[src/rtl/interrupt_gateway_pkg.sv]
// Shared types and constants for the interrupt gateway and its arbiter.
// Port count, claim/complete id width and the per-port gateway state encoding.
package interrupt_gateway_pkg;

  localparam int NUM_INT_PORTS = 16;
  localparam int INT_ID_W      = $clog2(NUM_INT_PORTS);

  typedef logic [INT_ID_W-1:0] int_id_t;

  typedef enum logic [1:0] {
    GW_IDLE    = 2'd0,
    GW_PENDING = 2'd1,
    GW_ACTIVE  = 2'd2
  } gw_state_e;

endpackage

[src/rtl/interrupt_gateway_cell.sv]
// One gateway port: line synchroniser, rise detect, IDLE/PENDING/ACTIVE FSM
// and a single-entry repend flag that queues one edge seen while ACTIVE.
module interrupt_gateway_cell
  import interrupt_gateway_pkg::*;
#(
  parameter int SYNC_STAGES = 2
) (
  input  logic clk,
  input  logic rst_n,
  input  logic irq_i,
  input  logic cfg_edge_i,
  input  logic claim_hit_i,
  input  logic complete_hit_i,
  output logic pending_o,
  output logic active_o
);

  logic [SYNC_STAGES-1:0] sync_q, sync_d;
  logic                   prev_q, prev_d;
  logic                   repend_q, repend_d;
  gw_state_e              state_q, state_d;
  logic                   sync_s, rise_s, trig_s, requeue_s;

  // Synchroniser shift and edge-detect history
  always_comb begin
    sync_d = {sync_q[SYNC_STAGES-2:0], irq_i};
    prev_d = sync_s;
  end

  assign sync_s    = sync_q[SYNC_STAGES-1];
  assign rise_s    = sync_s & ~prev_q;
  assign trig_s    = cfg_edge_i ? rise_s : sync_s;
  // On completion, a queued or concurrent edge (or a still-high level) re-arms the port
  assign requeue_s = cfg_edge_i ? (repend_q | rise_s) : sync_s;

  // Port FSM next state; repend only survives in edge mode
  always_comb begin
    state_d  = state_q;
    repend_d = repend_q;
    case (state_q)
      GW_IDLE: begin
        repend_d = 1'b0;
        if (trig_s) state_d = GW_PENDING;
        else        state_d = GW_IDLE;
      end
      GW_PENDING: begin
        if (claim_hit_i) begin
          state_d  = GW_ACTIVE;
          repend_d = cfg_edge_i & rise_s;
        end else begin
          state_d  = GW_PENDING;
          repend_d = 1'b0;
        end
      end
      GW_ACTIVE: begin
        if (complete_hit_i) begin
          repend_d = 1'b0;
          if (requeue_s) state_d = GW_PENDING;
          else           state_d = GW_IDLE;
        end else begin
          state_d  = GW_ACTIVE;
          repend_d = cfg_edge_i & (repend_q | rise_s);
        end
      end
      default: begin
        state_d  = GW_IDLE;
        repend_d = 1'b0;
      end
    endcase
  end

  // State, repend and synchroniser registers
  always_ff @(posedge clk or negedge rst_n) begin
    if (!rst_n) begin
      sync_q   <= '0;
      prev_q   <= 1'b0;
      repend_q <= 1'b0;
      state_q  <= GW_IDLE;
    end else begin
      sync_q   <= sync_d;
      prev_q   <= prev_d;
      repend_q <= repend_d;
      state_q  <= state_d;
    end
  end

  assign pending_o = (state_q == GW_PENDING);
  assign active_o  = (state_q == GW_ACTIVE);

endmodule

[src/rtl/interrupt_gateway.sv]
// Interrupt gateway: turns raw peripheral lines into the arbiter request vector,
// tracking claim/complete so each port holds at most one outstanding interrupt.
module interrupt_gateway
  import interrupt_gateway_pkg::*;
#(
  parameter int NUM_PORTS   = NUM_INT_PORTS,
  parameter int SYNC_STAGES = 2
) (
  input  logic                 clk,
  input  logic                 rst_n,
  input  logic [NUM_PORTS-1:0] irq_src_i,
  input  logic [NUM_PORTS-1:0] cfg_edge_i,
  input  logic [NUM_PORTS-1:0] enable_i,
  output logic [NUM_PORTS-1:0] int_req_o,
  input  logic                 claim_valid_i,
  input  int_id_t              claim_id_i,
  input  logic                 complete_valid_i,
  input  int_id_t              complete_id_i,
  output logic [NUM_PORTS-1:0] pending_o,
  output logic [NUM_PORTS-1:0] active_o,
  output logic                 claim_err_o,
  output logic                 complete_err_o
);

  logic [NUM_PORTS-1:0] claim_sel_s, complete_sel_s;
  logic                 claim_err_q, claim_err_d;
  logic                 complete_err_q, complete_err_d;

  // One-hot id decode; an id with no matching port decodes to all zeros
  always_comb begin
    claim_sel_s    = '0;
    complete_sel_s = '0;
    for (int i = 0; i < NUM_PORTS; i++) begin
      claim_sel_s[i]    = claim_valid_i & (claim_id_i == INT_ID_W'(i));
      complete_sel_s[i] = complete_valid_i & (complete_id_i == INT_ID_W'(i));
    end
  end

  // Legal only when the addressed port is in the state the handshake expects
  always_comb begin
    claim_err_d    = claim_valid_i & ~(|(claim_sel_s & pending_o));
    complete_err_d = complete_valid_i & ~(|(complete_sel_s & active_o));
  end

  // Error pulse registers
  always_ff @(posedge clk or negedge rst_n) begin
    if (!rst_n) begin
      claim_err_q    <= 1'b0;
      complete_err_q <= 1'b0;
    end else begin
      claim_err_q    <= claim_err_d;
      complete_err_q <= complete_err_d;
    end
  end

  assign claim_err_o    = claim_err_q;
  assign complete_err_o = complete_err_q;
  assign int_req_o      = pending_o & enable_i;

  for (genvar g = 0; g < NUM_PORTS; g++) begin : g_port
    interrupt_gateway_cell #(
      .SYNC_STAGES (SYNC_STAGES)
    ) u_cell (
      .clk            (clk),
      .rst_n          (rst_n),
      .irq_i          (irq_src_i[g]),
      .cfg_edge_i     (cfg_edge_i[g]),
      .claim_hit_i    (claim_sel_s[g]),
      .complete_hit_i (complete_sel_s[g]),
      .pending_o      (pending_o[g]),
      .active_o       (active_o[g])
    );
  end

endmodule

[config.mk]
export PLATFORM = sky130hd
export DESIGN_NAME = interrupt_gateway
export DESIGN_NICKNAME = d
export VERILOG_FILES = /design/src/rtl/interrupt_gateway_pkg.sv /design/src/rtl/interrupt_gateway_cell.sv /design/src/rtl/interrupt_gateway.sv
export SDC_FILE = /design/constraint.sdc
export NUM_CORES = 1
export LEC_CHECK = 0
export ABC_CLOCK_PERIOD_IN_PS = 1640
export CAP_MARGIN = 0
export CELL_PAD_IN_SITES_DETAIL_PLACEMENT = 0
export CELL_PAD_IN_SITES_GLOBAL_PLACEMENT = 1
export CORE_MARGIN = 10
export CORE_UTILIZATION = 36
export DETAILED_ROUTE_END_ITERATION = 12
export PLACE_DENSITY_LB_ADDON = 0.1
export SLEW_MARGIN = 20
export SYNTH_ARGS = -nofsm -noshare
export SYNTH_HDL_FRONTEND = slang
export SYNTH_SLANG_ARGS = --single-unit
[constraint.sdc]
create_clock -name clk -period 1.64 [get_ports clk]
set_clock_uncertainty 0.2 [all_clocks]
set_input_delay 0.164 -clock clk [delete_from_list [all_inputs] [get_ports clk]]
set_output_delay 0.164 -clock clk [all_outputs]
set_load 0.02 [all_outputs]
# After elaboration in Yosys (flattened, before gate mapping)
# Cells that the tools add are included.
# Widths: inputs -> output; s select.
[totals]
memories = 0
romBits = 0
latchBits = 0
mem_bits_rw = 0
wordCells = 427
ff_bits = 98
out_inout_bits = 50
in_bits = 60
[classes]
multipliers = 0
bitwise_logic = 119
n_reduce_logical = 20
n_div = 0
n_lt_le_gt_ge = 0
n_addsub = 0
n_shift = 0
muxes = 160
n_eq_ne = 62
[ops]
columns = ["cell", "n"]
rows = [
  ["$mux 1", 96],
  ["$pmux 2 s3", 16],
  ["$and 1x1->1", 82],
  ["$eq 4x4->1 const B", 16],
  ["$mux 2", 32],
  ["$and 16x16->16", 3],
  ["$eq 2x1->1 const B", 16],
  ["$eq 2x2->1 const B", 16],
  ["$eq 4x3->1 const B", 8],
  ["$logic_not 2->1", 16],
  ["$pmux 1 s2", 16],
  ["$reduce_or 16->1", 2],
  ["$not 1->1", 18],
  ["$eq 4x2->1 const B", 4],
  ["$or 1x1->1", 16],
  ["$eq 4x1->1 const B", 2],
  ["$logic_not 4->1", 2],
]

# Depth between registers and ports, before layout
[depth]
word_depth = 7
ltp_mapped = 7
ltp_nobuf = 7

# By module
# From an unflattened synthesis, not the netlist that was laid out.
[unflattened]
hier_cells = 545
area_unflattened_um2 = 5454.0
[by_module_without_submodules]
columns = ["module", "cells_each", "n_inst", "area_each_um2", "seq_area_each_um2"]
rows = [
  ["interrupt_gateway_cell", 26, 16, 290.3, 150.1],
  ["interrupt_gateway", 129, 1, 809.5, 50.0],
]

# Least setup slack after synthesis
# Ideal clock, no wire load.
[synth_timing]
kind = "register -> register"
startpoint = "reg g_port[15].u_cell.state_q[0]"
endpoint = "reg claim_err_q (netlist: claim_err_o)"
t_arrival_ns = 1.412
stages_incl_launch_ff = 7
period_less_slack_ns = 1.684
path_buffers = 0
slack_ns = -0.044
required_ns = 1.368
setup_ns = 0.072
path_cell_list = "dfrtp_1 ha_1 mux2_2 nand4_1 nand4_1 a221o_2 nor2_1"
[synth_between]
elab_chain_cells = 5
[synth_rtl]
columns = ["item", "line_no", "rtl"]
rows = [
  ["from (decl)", "interrupt_gateway_cell.sv:21", "gw_state_e state_q, state_d;"],
  ["from (signal assigned)", "interrupt_gateway_cell.sv:83", "state_q <= state_d;"],
  ["$eq 2x1->1", "interrupt_gateway_cell.sv:87", "assign pending_o = (state_q == GW_PENDING);"],
  ["named net g_port[15].u_cell.pending_o", "interrupt_gateway_cell.sv:14", "output logic pending_o,"],
  ["$and 16x16->16", "interrupt_gateway.sv:41", "claim_err_d = claim_valid_i & ~(|(claim_sel_s & pending_o));"],
  ["$reduce_or 16->1", "interrupt_gateway.sv:41", ""],
  ["$not 1->1", "interrupt_gateway.sv:41", ""],
  ["$and 1x1->1", "interrupt_gateway.sv:41", ""],
  ["named net claim_err_d", "interrupt_gateway.sv:26", "logic claim_err_q, claim_err_d;"],
  ["to (signal assigned)", "interrupt_gateway.sv:51", "claim_err_q <= claim_err_d;"],
  ["to (decl)", "interrupt_gateway.sv:26", ""],
]
# The timed path passes the listed nets, and every way through them passes these cells.

# Final worst setup path
[layout_timing]
startpoint = "reg g_port[2].u_cell.state_q[0]"
endpoint = "reg claim_err_q (netlist: claim_err_o)"
[layout_between]
elab_chain_cells = 5
[layout_rtl]
columns = ["item", "line_no"]
rows = [
  ["from (decl)", "interrupt_gateway_cell.sv:21"],
  ["from (signal assigned)", "interrupt_gateway_cell.sv:83"],
  ["$eq 2x1->1", "interrupt_gateway_cell.sv:87"],
  ["$and 16x16->16", "interrupt_gateway.sv:41"],
  ["$reduce_or 16->1", "interrupt_gateway.sv:41"],
  ["$not 1->1", "interrupt_gateway.sv:41"],
  ["$and 1x1->1", "interrupt_gateway.sv:41"],
  ["named net claim_err_d", "interrupt_gateway.sv:26"],
]
# The timed path passes the listed nets, and every way through them passes these cells.

==> impl_metrics.ini <==
[logic_synthesis]
synth_compound_area_share_pct = 12.8
synth_common_cells = 98 x dfrtp_1, 64 x ha_1, 52 x nand2_1
synthAdderAreaFrac_pct = 14.8
ys_seq_area_share_pct = 45.4
ys.flop_type = dfrtp_1
synthMuxAreaShare_pct = 1.16
ys_ff_latch = 98
synthCells = 531
yosysTopAreaCell = dfrtp_1
synth_edf_count = 0
syn_nets = 655
synth_top_family_by_area = simple AND/OR/NAND/NOR gates
synth_xor_area_share_pct = 0
syn_avg_cell_area_um2 = 10.2
synth.most_common_cell = dfrtp_1
synth_top_area_share_pct = 45.4
synth.distinct_cells = 48
synth_area_um2 = 5400
synth_area_leaders = dfrtp_1 45%, ha_1 15%, buf_4 4.6%, nand2_1 3.6%, inv_1 2.4%
synth_warnings = 0
synthSimpleGateAreaFrac_pct = 17.6
ys_async_sr_fraction_pct = 100

[sta]
slew_viol_final = 0
whs_ps = 37.3
hold_viol_final = 0
tightest_slew_ps = 513
rsz0062_at_grt = yes
fmax_ghz = 0.569
relSlewSlack_pct = 65.8
layout_setup_ws_ps = -119
finalCritPeriodShare_pct = 107
min_period_ps = 1760
setup_viol = 6

[die]
core_area_um2 = 14600
die_x_um = 142
die_height_um = 142
rows = 44
initial_core_util_pct = 37.0
dieArea_um2 = 20300
ios = 110

[route]
wl_um = 15900
ant_nets = 0
via_count = 4674
drt-pass1-iter-count = 4
drc = 0
vias_per_cell = 4.85
drt_iter0_drc = 191
wl_per_cell_um = 16.5

[status]
status = complete, but fails checks
violations = negative setup slack

[cells_and_area]
final_cell_area_um2 = 8530
fill_cells = 1244
syn_to_final_growth_pct = 58.0
drive_gt1_share_pct = 45.5
nets = 895

[place]
placed_area_um2 = 7440
dp_hpwl_um = 12300
io_buffers = 109
gp_congestion = 0.890

[clock_tree]
htree_levels = 3
cts_made_buffers = 9
path_clk_slew_ps = 70
clock-root-buffer = clkbuf_16
cts_tree = done
cts_sinks = 98
clock_latency_ps = 350
clockBufferDepth = 2

[global_routing]
grt_util_met1_pct = 17.4
grtUsageTotal_pct = 15.5
grtUsageMet2_pct = 28.0
grt_overflow = 0
antenna_found_initial = 2
grt_pass1_vias = 4987
grt.busiest_layer = met2
use_met3_pct = 4.24
grt_pass1_wl_um = 25200
grt_max_degree = 37

[job]
cap_violations = 0

[pwr]
ir_drop_v = 0.000726
p_leak_nw = 3.90
power_density_nw_per_um2 = 1110

[critical_path]
critPathMaxFanout = 3
crit_type = flop to flop
arrival_ps = 1850
endpoint_kind = flop
cp-start-kind = flop
crit_required_ps = 1730

[hold_path]
holdCritPathClass = primary input to flop
==> report_power, final <==
part,switching [mW],leakage [nW],total (mW),internal [mW]
Clock,1.02,0.139,2.08,1.06
Combinational,2.04,2.56,4.40,2.36
Sequential,0.313,1.20,3.01,2.70
Total,3.37,3.90,9.49,6.12
==> repair_timing <==
action                                  4_1_cts  5_1_grt
resized for setup                           320       94
hold endpoints to repair                     94        0
pin swaps                                    26       27
endpoints found under the setup margin       66       57
buffers inserted                             20       11
hold buffers                                  1        0
==> placed cells by master (no fill, tap or decap), drive strengths merged, types with 3 or more instances in the layout <==
cell type and n:
nand3 22, diode 3, a32oi 10, ha 64, and3b 3, nor2b 8
o22ai 5, nand2 52, dlymetal6s2s 3, or3b 5, inv 40, and3 10
a221oi 4, dlygate4sd2 6, a21boi 17, buf 214, nor2 34, a21oi 25
a22oi 7, a21o 3, nand4b 7, and2 20, dfrtp 98, a31oi 9
clkbuf 9, o21ai 11, mux2i 4, clkdlybuf4s50 51, nand4 10
==> critical path, cell delays in order (launching register included) <==
cell and delay, ps:
dfrtp_1 430, ha_4 190, buf_6 120, mux2i_1 160, o21ai_1 90, a221o_2 390
nor2_1 120
==> flip-flops by register name, indices dropped and copies added (netlist names) <==
name                    flops
claim_err_o                 1
complete_err_o              1
g_port.u_cell.prev_q       16
g_port.u_cell.repend_q     16
g_port.u_cell.state_q      32
g_port.u_cell.sync_q       32
==> metrics by stage <==
step / util, % / TNS, ps / std cells / total power, mW / setup WS (ps)
2_1_floorplan: - / 0 / 531 / 4.83 / 5.13
3_3_place_gp: 51.0 / -14520 / 912 / 6.49 / -425
3_5_place_dp: 51.0 / -16090 / 912 / 6.55 / -468
4_1_cts: 55.8 / -371 / 949 / 9.06 / -109
5_1_grt: 58.4 / -1070 / 961 / 10.1 / -183
6_report: 58.4 / -371 / 963 / 9.49 / -119
==> layer usage <==
metal | share of wire, % | up-vias
met5 | 0 | -
met4 | 1.4 | 0
met3 | 4.0 | 12
met2 | 53 | 75
met1 | 42 | 2289
li1 | - | 2298
==> final timing paths <==
kind	from	endpoint	slack (ps)	depth (start not counted)
worst max-delay path	g_port[2].u_cell.state_q[0]	claim_err_o	-120	6
worst min-delay path	irq_src_i[7]	g_port[7].u_cell.sync_q[0]	40	1
worst max register to register	g_port[2].u_cell.state_q[0]	claim_err_o	-120	6
worst min register to register	g_port[13].u_cell.sync_q[0]	g_port[13].u_cell.sync_q[1]	150	0
max in group asynchronous	rst_n	g_port[1].u_cell.state_q[0]	550	3
min in group asynchronous	rst_n	g_port[7].u_cell.repend_q	110	2
==> kinds of logic (layout without fill, tap and decap cells) <==
logic type	count (synthesis)	in the layout
AOI/OAI and AO/OA	102	102
adders and majority gates	64	64
buffers and inverters	81	326
DFF	98	98
muxes	6	6
other	0	3
and+or+nand+nor	180	180
==> final cells by class <==
cell class              count  area (µm²)  share of cell area [%]
well taps                 184         230                    2.70
clock inverters             7        58.8                   0.690
clock buffers               9         225                    2.64
diodes                      3        7.51                  0.0881
flip-flops and latches     98        2460                    28.8
inverters                  35         134                    1.57
repair buffers            275        2340                    27.4
multi-input cells         352        3080                    36.1
Note: power is estimated with default switching activity, not from simulation.
